`config.mk`:
```
export PLATFORM = sky130hd
export DESIGN_NAME = lsu_ctrl
export DESIGN_NICKNAME = d
export VERILOG_FILES = /design/src/rtl/lsu_ctrl.sv
export SDC_FILE = /design/constraint.sdc
export NUM_CORES = 1
export LEC_CHECK = 0
export ABC_CLOCK_PERIOD_IN_PS = 3500
export CORE_MARGIN = 3
export CORE_UTILIZATION = 41
export CTS_CLUSTER_DIAMETER = 80
export DETAILED_ROUTE_END_ITERATION = 8
export GPL_TIMING_DRIVEN = 0
export PLACE_DENSITY = 0.82
export SKIP_CTS_REPAIR_TIMING = 1
export SYNTH_ARGS = -nofsm -noshare
export SYNTH_HDL_FRONTEND = slang
export SYNTH_SLANG_ARGS = --single-unit
```
`constraint.sdc`:
```
create_clock -name CLK -period 3.5 [get_ports CLK]
set_input_delay 0.7 -clock CLK [delete_from_list [all_inputs] [get_ports CLK]]
set_output_delay 0.7 -clock CLK [all_outputs]
set_load 0.05 [all_outputs]
```
`src/rtl/lsu_ctrl.sv`:
```
// Load/store sequencer: captures one exec memory request, runs it on a single-port bus,
// and returns aligned load data as a one-cycle write-back. Optional bus timeout: LSU_TIMEOUT_EN.
module lsu_ctrl #(
    parameter int unsigned TIMEOUT_CYCLES = 256
) (
    input  logic        CLK,
    input  logic        RST,
    input  logic        FLUSH,
    input  logic        MEM_R_VALID,
    input  logic [4:0]  MEM_R_RD,
    input  logic [31:0] MEM_R_ADDR,
    input  logic [3:0]  MEM_R_STRB,
    input  logic        MEM_R_SIGNED,
    input  logic        MEM_W_VALID,
    input  logic [31:0] MEM_W_ADDR,
    input  logic [3:0]  MEM_W_STRB,
    input  logic [31:0] MEM_W_DATA,
    output logic        STALL,
    output logic [4:0]  REG_W_RD,
    output logic [31:0] REG_W_DATA,
    output logic        BUS_VALID,
    output logic        BUS_WE,
    output logic [31:0] BUS_ADDR,
    output logic [3:0]  BUS_STRB,
    output logic [31:0] BUS_WDATA,
    input  logic        BUS_READY,
    input  logic [31:0] BUS_RDATA,
    output logic        ERR
);

    typedef enum logic [1:0] {IDLE, BUS, DONE} state_t;

    state_t      state, state_next;
    logic [4:0]  cap_rd;
    logic        cap_signed;
    logic        kill;
    logic [31:0] load_data;
    logic [31:0] aligned;
    logic [1:0]  lane;
    logic [2:0]  ones;
    logic [31:0] shifted;
    logic        req_take;
    logic        bus_done;
    logic        timeout;
    logic        timed_out;

    if (TIMEOUT_CYCLES < 1 || TIMEOUT_CYCLES > 65535) begin : g_bad_timeout_range
    end

    assign req_take = (state == IDLE) && (MEM_R_VALID || MEM_W_VALID) && !FLUSH;
    assign bus_done = (state == BUS) && BUS_READY;

`ifdef LSU_TIMEOUT_EN
    localparam logic [15:0] TIMEOUT_LAST = 16'(TIMEOUT_CYCLES - 1);
    logic [15:0] wait_cnt;

    assign timeout = (state == BUS) && !BUS_READY && (wait_cnt == TIMEOUT_LAST);

    always_ff @(posedge CLK) begin
        if (RST) begin
            wait_cnt  <= '0;
            timed_out <= 1'b0;
        end else begin
            if (req_take) begin
                wait_cnt  <= '0;
                timed_out <= 1'b0;
            end else if (state == BUS && !BUS_READY) begin
                wait_cnt <= wait_cnt + 16'd1;
            end
            if (timeout)
                timed_out <= 1'b1;
        end
    end

    assign ERR = (state == DONE) && timed_out;
`else
    assign timeout   = 1'b0;
    assign timed_out = 1'b0;
    assign ERR       = 1'b0;
`endif

    // NOTE: every always_comb output gets a default first so no path can infer a latch.
    always_comb begin
        state_next = state;
        STALL      = 1'b0;
        case (state)
            IDLE: begin
                if (req_take) begin
                    state_next = BUS;
                    STALL      = 1'b1;
                end
            end
            BUS: begin
                STALL = 1'b1;
                if (bus_done || timeout)
                    state_next = DONE;
            end
            DONE:    state_next = IDLE;
            default: state_next = IDLE;
        endcase
    end

    // Lowest strobe lane picks the offset, strobe popcount picks byte/halfword/word.
    always_comb begin
        lane = 2'd0;
        casez (BUS_STRB)
            4'b???1: lane = 2'd0;
            4'b??10: lane = 2'd1;
            4'b?100: lane = 2'd2;
            4'b1000: lane = 2'd3;
            default: lane = 2'd0;
        endcase
        ones    = {2'b00, BUS_STRB[0]} + {2'b00, BUS_STRB[1]}
                + {2'b00, BUS_STRB[2]} + {2'b00, BUS_STRB[3]};
        shifted = BUS_RDATA >> {lane, 3'b000};
        case (ones)
            3'd0:    aligned = 32'd0;
            3'd1:    aligned = {{24{cap_signed & shifted[7]}}, shifted[7:0]};
            3'd2:    aligned = {{16{cap_signed & shifted[15]}}, shifted[15:0]};
            default: aligned = shifted;
        endcase
    end

    // NOTE: sequential state uses non-blocking assignments so every flop samples pre-edge values.
    always_ff @(posedge CLK) begin
        if (RST) begin
            state      <= IDLE;
            BUS_VALID  <= 1'b0;
            BUS_WE     <= 1'b0;
            BUS_ADDR   <= '0;
            BUS_STRB   <= '0;
            BUS_WDATA  <= '0;
            cap_rd     <= '0;
            cap_signed <= 1'b0;
            kill       <= 1'b0;
            load_data  <= '0;
        end else begin
            state <= state_next;
            if (req_take) begin
                BUS_VALID  <= 1'b1;
                BUS_WDATA  <= MEM_W_DATA;
                cap_rd     <= MEM_R_RD;
                cap_signed <= MEM_R_SIGNED;
                kill       <= 1'b0;
                if (MEM_R_VALID) begin
                    BUS_WE   <= 1'b0;
                    BUS_ADDR <= MEM_R_ADDR;
                    BUS_STRB <= MEM_R_STRB;
                end else begin
                    BUS_WE   <= 1'b1;
                    BUS_ADDR <= MEM_W_ADDR;
                    BUS_STRB <= MEM_W_STRB;
                end
            end
            // The bus cannot be aborted, so a flush only suppresses the write-back.
            if (state == BUS && FLUSH)
                kill <= 1'b1;
            if (bus_done) begin
                BUS_VALID <= 1'b0;
                load_data <= aligned;
            end else if (timeout) begin
                BUS_VALID <= 1'b0;
            end
        end
    end

    always_comb begin
        REG_W_RD   = 5'd0;
        REG_W_DATA = 32'd0;
        if (state == DONE && !BUS_WE && !kill && !timed_out) begin
            REG_W_RD   = cap_rd;
            REG_W_DATA = load_data;
        end
    end

endmodule

```
==> results_dict.tcl, run 1 <==
set metrics [dict create \
    comb_power_share 0.291 \
    fin_crit_sh 0.9424 \
    final_period_minus_worst_setup_slack_ns 3.298 \
    fp.dieW_um 118.3 \
    tightest_slew_ns 1.121 \
    h-tree-depth 3 \
    wl_um 17570 \
    synth_nets 740 \
    gr-total-overflow 0 \
    hold_viol 0 \
    switching_power_mw 1.070 \
    ant_nets 0 \
    drive_above_1_share 0.05944 \
    p_clk_frac 0.292 \
    grt_pass1_vias 5441 \
    crit_path_top_delay_cell "clkdlybuf4s50_1" \
    crit_chain "nor4b_2 > buf_4 > clkbuf_1 > and2_1 > clkdlybuf4s50_1" \
    coreArea_sq_um 12160 \
    wl_per_cell_um 17.12 \
    setup_viol 0 \
    grt_antenna_before_repair 0 \
    rsz0062_at_grt "false" \
    cp.arrival_ns 2.60 \
    slowest_delay_ns 0.82 \
    slew_violations 0 \
    slew_headroom 0.2472 \
    pwr-share-seq 0.417 \
    portBuffers 254 \
    ys_ff_latch 111 \
    start_util 0.4250 \
    critPathRequiredTime_ns 2.80 \
    syn-cell-area_sq_um 5169 \
    synth_cell_type_count 39 \
    outcome "complete, no violations" \
    hp-class "flop to flop" \
    viasPerCell 5.166 \
    path_clk_slew_ns 0.07 \
    grt_usage 0.2483 \
    powerDensity_nw_per_um2 409.3 \
    finalSetupTns_ns 0 \
    fin_nets 1006 \
    fillers 982 \
    cts.sinks 111 \
    clk-insertion-delay-late_ns 0.35 \
    min_path_cells 2 \
    vias 5300 \
    clk_path_buf_depth 2 \
    cts_buffers 9 \
    root_buffer "clkbuf_16" \
    drv_cap 0 \
    syn_avg_cell_area_sq_um 8.805 \
    cp-end-kind "output port" \
    p_int_mw 2.294 \
    hpwl_um 14270 \
    place_congestion 0.9207 \
    skew_ns 0.007533 \
    p_leak_nw 3.034 \
    drc_errors 0 \
    place_area_sq_um 7935 \
    start_kind "flop" \
    grt_pass1_wl_um 27950 \
    design_area_sq_um 8219 \
    ios 257 \
    cts_tree "yes" \
    fmax_mhz 303.2 \
    grt_max_degree 18 \
    die-area_sq_um 13990 \
    worstRegToRegCells 8 \
    yosys_warnings 0 \
    swShare 0.3182 \
    path_class "flop to output port" \
    num_rows 40 \
    die_h_um 118.3 \
    drt_iter0_drc 275 \
    path_max_fanout 10 \
    n_antenna_cell 0 \
    ir_worst_vdd_v 0.0003302 \
    drt-pass1-iter-count 5 \
    synthCells 587 \
    syn_to_final_growth_pct 59.02 \
    ys_seq_area_frac 0.4299 \
]
Yosys cell counts, drive strengths merged:
library cell,count,share of area
a211oi,45,0.065
a21o,8,0.012
a21oi,42,0.041
a22o,7,0.012
a311oi,16,0.027
a31oi,2,0.0036
a32o,1,0.0019
and2,38,0.046
and2b,1,0.0015
and3b,2,0.0034
buf,22,0.024
clkbuf,28,0.020
conb,1,0.00073
dfxtp,111,0.43
fa,1,0.0039
ha,4,0.0097
inv,3,0.0022
mux2i,46,0.089
mux4,7,0.031
nand2,95,0.069
nand2b,1,0.0012
nand3b,9,0.013
nand4,1,0.0024
nor2,67,0.050
nor3,3,0.0029
nor4,1,0.0041
nor4b,1,0.0017
nor4bb,1,0.0019
o21a,2,0.0029
o21ai,9,0.0087
o21bai,1,0.0015
o2bb2ai,8,0.014
or2,2,0.0024
or3,1,0.0012
layout make-up:
type / count / area [sq um] / share of cell area
plain buffers: 50 / 229.0 / 0.02786
clock buffers: 12 / 256.5 / 0.03121
clock inverters: 4 / 27.53 / 0.003349
inverters: 3 / 11.26 / 0.001370
multi-input cells: 423 / 2713 / 0.3300
flip-flops and latches: 111 / 2222 / 0.2704
well taps: 168 / 210.2 / 0.02557
repair buffers: 255 / 2550 / 0.3102
per-stage QoR:
step | power, mW | setup WS [ns] | hold WS [ns] | util | cells
floorplan | 1.994 | 0.5829 | 0.4317 | - | 587
global placement | 2.385 | -0.5490 | 0.4394 | 0.6513 | 1009
detailed placement | 2.408 | 0.4468 | 0.4441 | 0.6525 | 1010
CTS | 3.384 | 0.2000 | 0.4534 | 0.6758 | 1026
global route | 3.509 | 0.04277 | 0.4744 | 0.6758 | 1026
finish | 3.364 | 0.2015 | 0.4509 | 0.6758 | 1026
kinds of logic after synthesis:
logic type               Yosys count  share of synthesized area
other                              1                  0.0007255
AND/OR/NAND/NOR                  223                     0.2009
AO/OA/AOI/OAI                    141                     0.1888
adder cells (fa/ha/maj)            5                    0.01356
flip-flops                       111                     0.4299
buffers and inverters             53                    0.04648
multiplexers                      53                     0.1196
state kept, by name, indices dropped and copies added, names as in the netlist:
name,cells
BUS_ADDR,32
cap_rd,5
kill,1
BUS_STRB,4
state,2
cap_signed,1
load_data,32
BUS_VALID,1
BUS_WDATA,32
BUS_WE,1
power by group through the flow:
stage / registers, mW / logic, mW / clock network (mW)
after floorplan: 1.64 / 0.357 / 0
after global placement: 1.43 / 0.959 / 0
after detailed placement: 1.43 / 0.976 / 0
after CTS: 1.40 / 0.981 / 1.00
after global routing: 1.41 / 1.05 / 1.05
final: 1.40 / 0.978 / 0.984
layout by cell type (no fill, tap or decap), drive strengths merged:
cell	n
and2	38
a31oi	2
buf	23
or2	2
nand4	1
nor3	3
a22o	7
nand2b	1
a311oi	16
o21a	2
nor2	67
a21oi	42
dfxtp	111
and3b	2
a21o	8
o21ai	9
nor4b	1
a211oi	45
o21bai	1
inv	4
clkinv	3
or3	1
clkdlybuf4s50	254
conb	1
ha	4
and2b	1
nor4bb	1
nor4	1
o2bb2ai	8
fa	1
a32o	1
nand3b	9
nand2	95
mux2i	46
clkbuf	40
mux4	7
final timing paths:
kind	startpoint	end	slack, ns
hold / removal	cap_rd[1]$_SDFFE_PP0P_	cap_rd[1]$_SDFFE_PP0P_	0.45
hold reg to reg	cap_rd[1]$_SDFFE_PP0P_	cap_rd[1]$_SDFFE_PP0P_	0.45
setup / recovery	kill$_SDFFE_PP0P_	REG_W_DATA[15]	0.20
setup reg to reg	BUS_STRB[3]$_SDFFE_PP0P_	load_data[7]$_SDFFE_PP0P_	0.46
critical path: cells and delay by family, from the launching register on:
family                 cells  cell delay (ns)
buffers and inverters      3             1.37
DFF                        1             0.33
and+or+nand+nor            2             0.55
per-layer routing:
metal | up-vias | wire length [um] | track usage
met5 | - | 0 | 0
met4 | 0 | 377 | 0.07179
met3 | 29 | 1418 | 0.08852
met2 | 221 | 9040 | 0.4455
met1 | 2457 | 6733 | 0.2753
li1 | 2593 | - | -
(Power assumes the default switching activity.)
==> inputs of run 2 (changes only) <==
--- a/config.mk
+++ b/config.mk
@@ -6,7 +6,6 @@
 export NUM_CORES = 1
 export LEC_CHECK = 0
 export ABC_CLOCK_PERIOD_IN_PS = 3500
-export CORE_MARGIN = 3
 export CORE_UTILIZATION = 41
 export CTS_CLUSTER_DIAMETER = 80
 export DETAILED_ROUTE_END_ITERATION = 8
==> results_dict.tcl, run 2 (same netlist as run 1, synthesis figures left out) <==
set metrics [dict create \
    num_rows 40 \
    final_common_cell "clkdlybuf4s50_1" \
    p_leak_nw 3.038 \
    hold_viol 0 \
    clk_path_buf_depth 2 \
    cp-end-kind "output port" \
    wl_um 17470 \
    grt_usage 0.2652 \
    grt_antenna_before_repair 0 \
    finalSetupTns_ns 0 \
    ir_worst_vdd_v 0.0002361 \
    die-area_sq_um 13060 \
    cts_buffers 9 \
    gr-total-overflow 0 \
    drc_errors 0 \
    vias 5332 \
    skew_ns 0.007599 \
    cp.arrival_ns 2.61 \
    grt_max_degree 20 \
    start_kind "flop" \
    grt_pass1_vias 5298 \
    slew_violations 0 \
    place_congestion 0.9251 \
    viasPerCell 5.197 \
    drt-pass1-iter-count 5 \
    top_regs "BUS_ADDR (32), BUS_WDATA (32), load_data (32)" \
    start_util 0.4250 \
    hpwl_um 14010 \
    hp-class "flop to flop" \
    grt_pass1_wl_um 26800 \
    place_area_sq_um 7935 \
    wl_per_cell_um 17.02 \
    tightest_slew_ns 1.126 \
    cts_tree "yes" \
    portBuffers 254 \
    drt_iter0_drc 209 \
    cts.sinks 111 \
    die_h_um 114.3 \
    drv_cap 0 \
    fin_nets 1006 \
    final_cell_mix "clkdlybuf4s50_1, dfxtp_1, nand2_1" \
    root_buffer "clkbuf_16" \
    coreArea_sq_um 12160 \
    fin_crit_sh 0.9454 \
    path_max_fanout 10 \
    fp.dieW_um 114.3 \
    critPathRequiredTime_ns 2.80 \
    clk-insertion-delay-late_ns 0.35 \
    path_clk_slew_ns 0.07 \
    syn_to_final_growth_pct 59.55 \
    h-tree-depth 3 \
    rsz0062_at_grt "false" \
    powerDensity_nw_per_um2 417.2 \
    whs_ns 0.4557 \
    p_total_mw 3.440 \
    design_area_sq_um 8247 \
    final_period_minus_worst_setup_slack_ns 3.309 \
    n_antenna_cell 0 \
    drive_above_1_share 0.06061 \
    ios 257 \
    outcome "complete, no violations" \
    fmax_mhz 302.2 \
    path_class "flop to output port" \
    fin_util 0.6781 \
    slew_headroom 0.2436 \
    setup_viol 0 \
    ant_nets 0 \
]
run 2: critical path: stages (launching register included):
cell,delay (ns)
dfxtp_1,0.36
nor4b_4,0.41
buf_4,0.22
clkbuf_1,0.28
and2_1,0.18
clkdlybuf4s50_1,0.80
run 2: final timing paths:
path | from | endpoint | slack, ns | cells after the start
setup / recovery | BUS_WE$_SDFFE_PP0P_ | REG_W_DATA[25] | 0.19 | 5
hold reg to reg | BUS_WDATA[1]$_SDFFE_PP0P_ | BUS_WDATA[1]$_SDFFE_PP0P_ | 0.46 | 2
setup reg to reg | BUS_STRB[3]$_SDFFE_PP0P_ | load_data[7]$_SDFFE_PP0P_ | 0.47 | 8
hold / removal | BUS_WDATA[1]$_SDFFE_PP0P_ | BUS_WDATA[1]$_SDFFE_PP0P_ | 0.46 | 2
run 2: metal layers:
metal  GRT usage  share of wire  routed length [um]
met5           0              0                   0
met4      0.1195          0.031                 547
met3     0.06776          0.077                1340
met2      0.4663           0.50                8699
met1      0.3022           0.39                6878
run 2: cell type report:
cell class,count,area [sq um]
Buffer,50,229.0
Clock buffer,9,225.2
Clock inverter,7,77.57
Fill cell,1002,3915
Inverter,3,11.26
Multi-Input combinational cell,423,2721
Sequential cell,111,2222
Tap cell,168,210.2
Timing Repair Buffer,255,2550
run 2: metrics by stage:
step	worst slack [ns]	std cells
3_5_place_dp	0.3745	1010
2_1_floorplan	0.5829	587
6_report	0.1910	1026
5_1_grt	0.01107	1026
3_3_place_gp	-0.5521	1009
4_1_cts	-0.01496	1026
run 2: power breakdown:
group / switching [mW] / internal [mW]
logic: 0.560 / 0.420
registers: 0.0545 / 1.35
clock network: 0.493 / 0.564
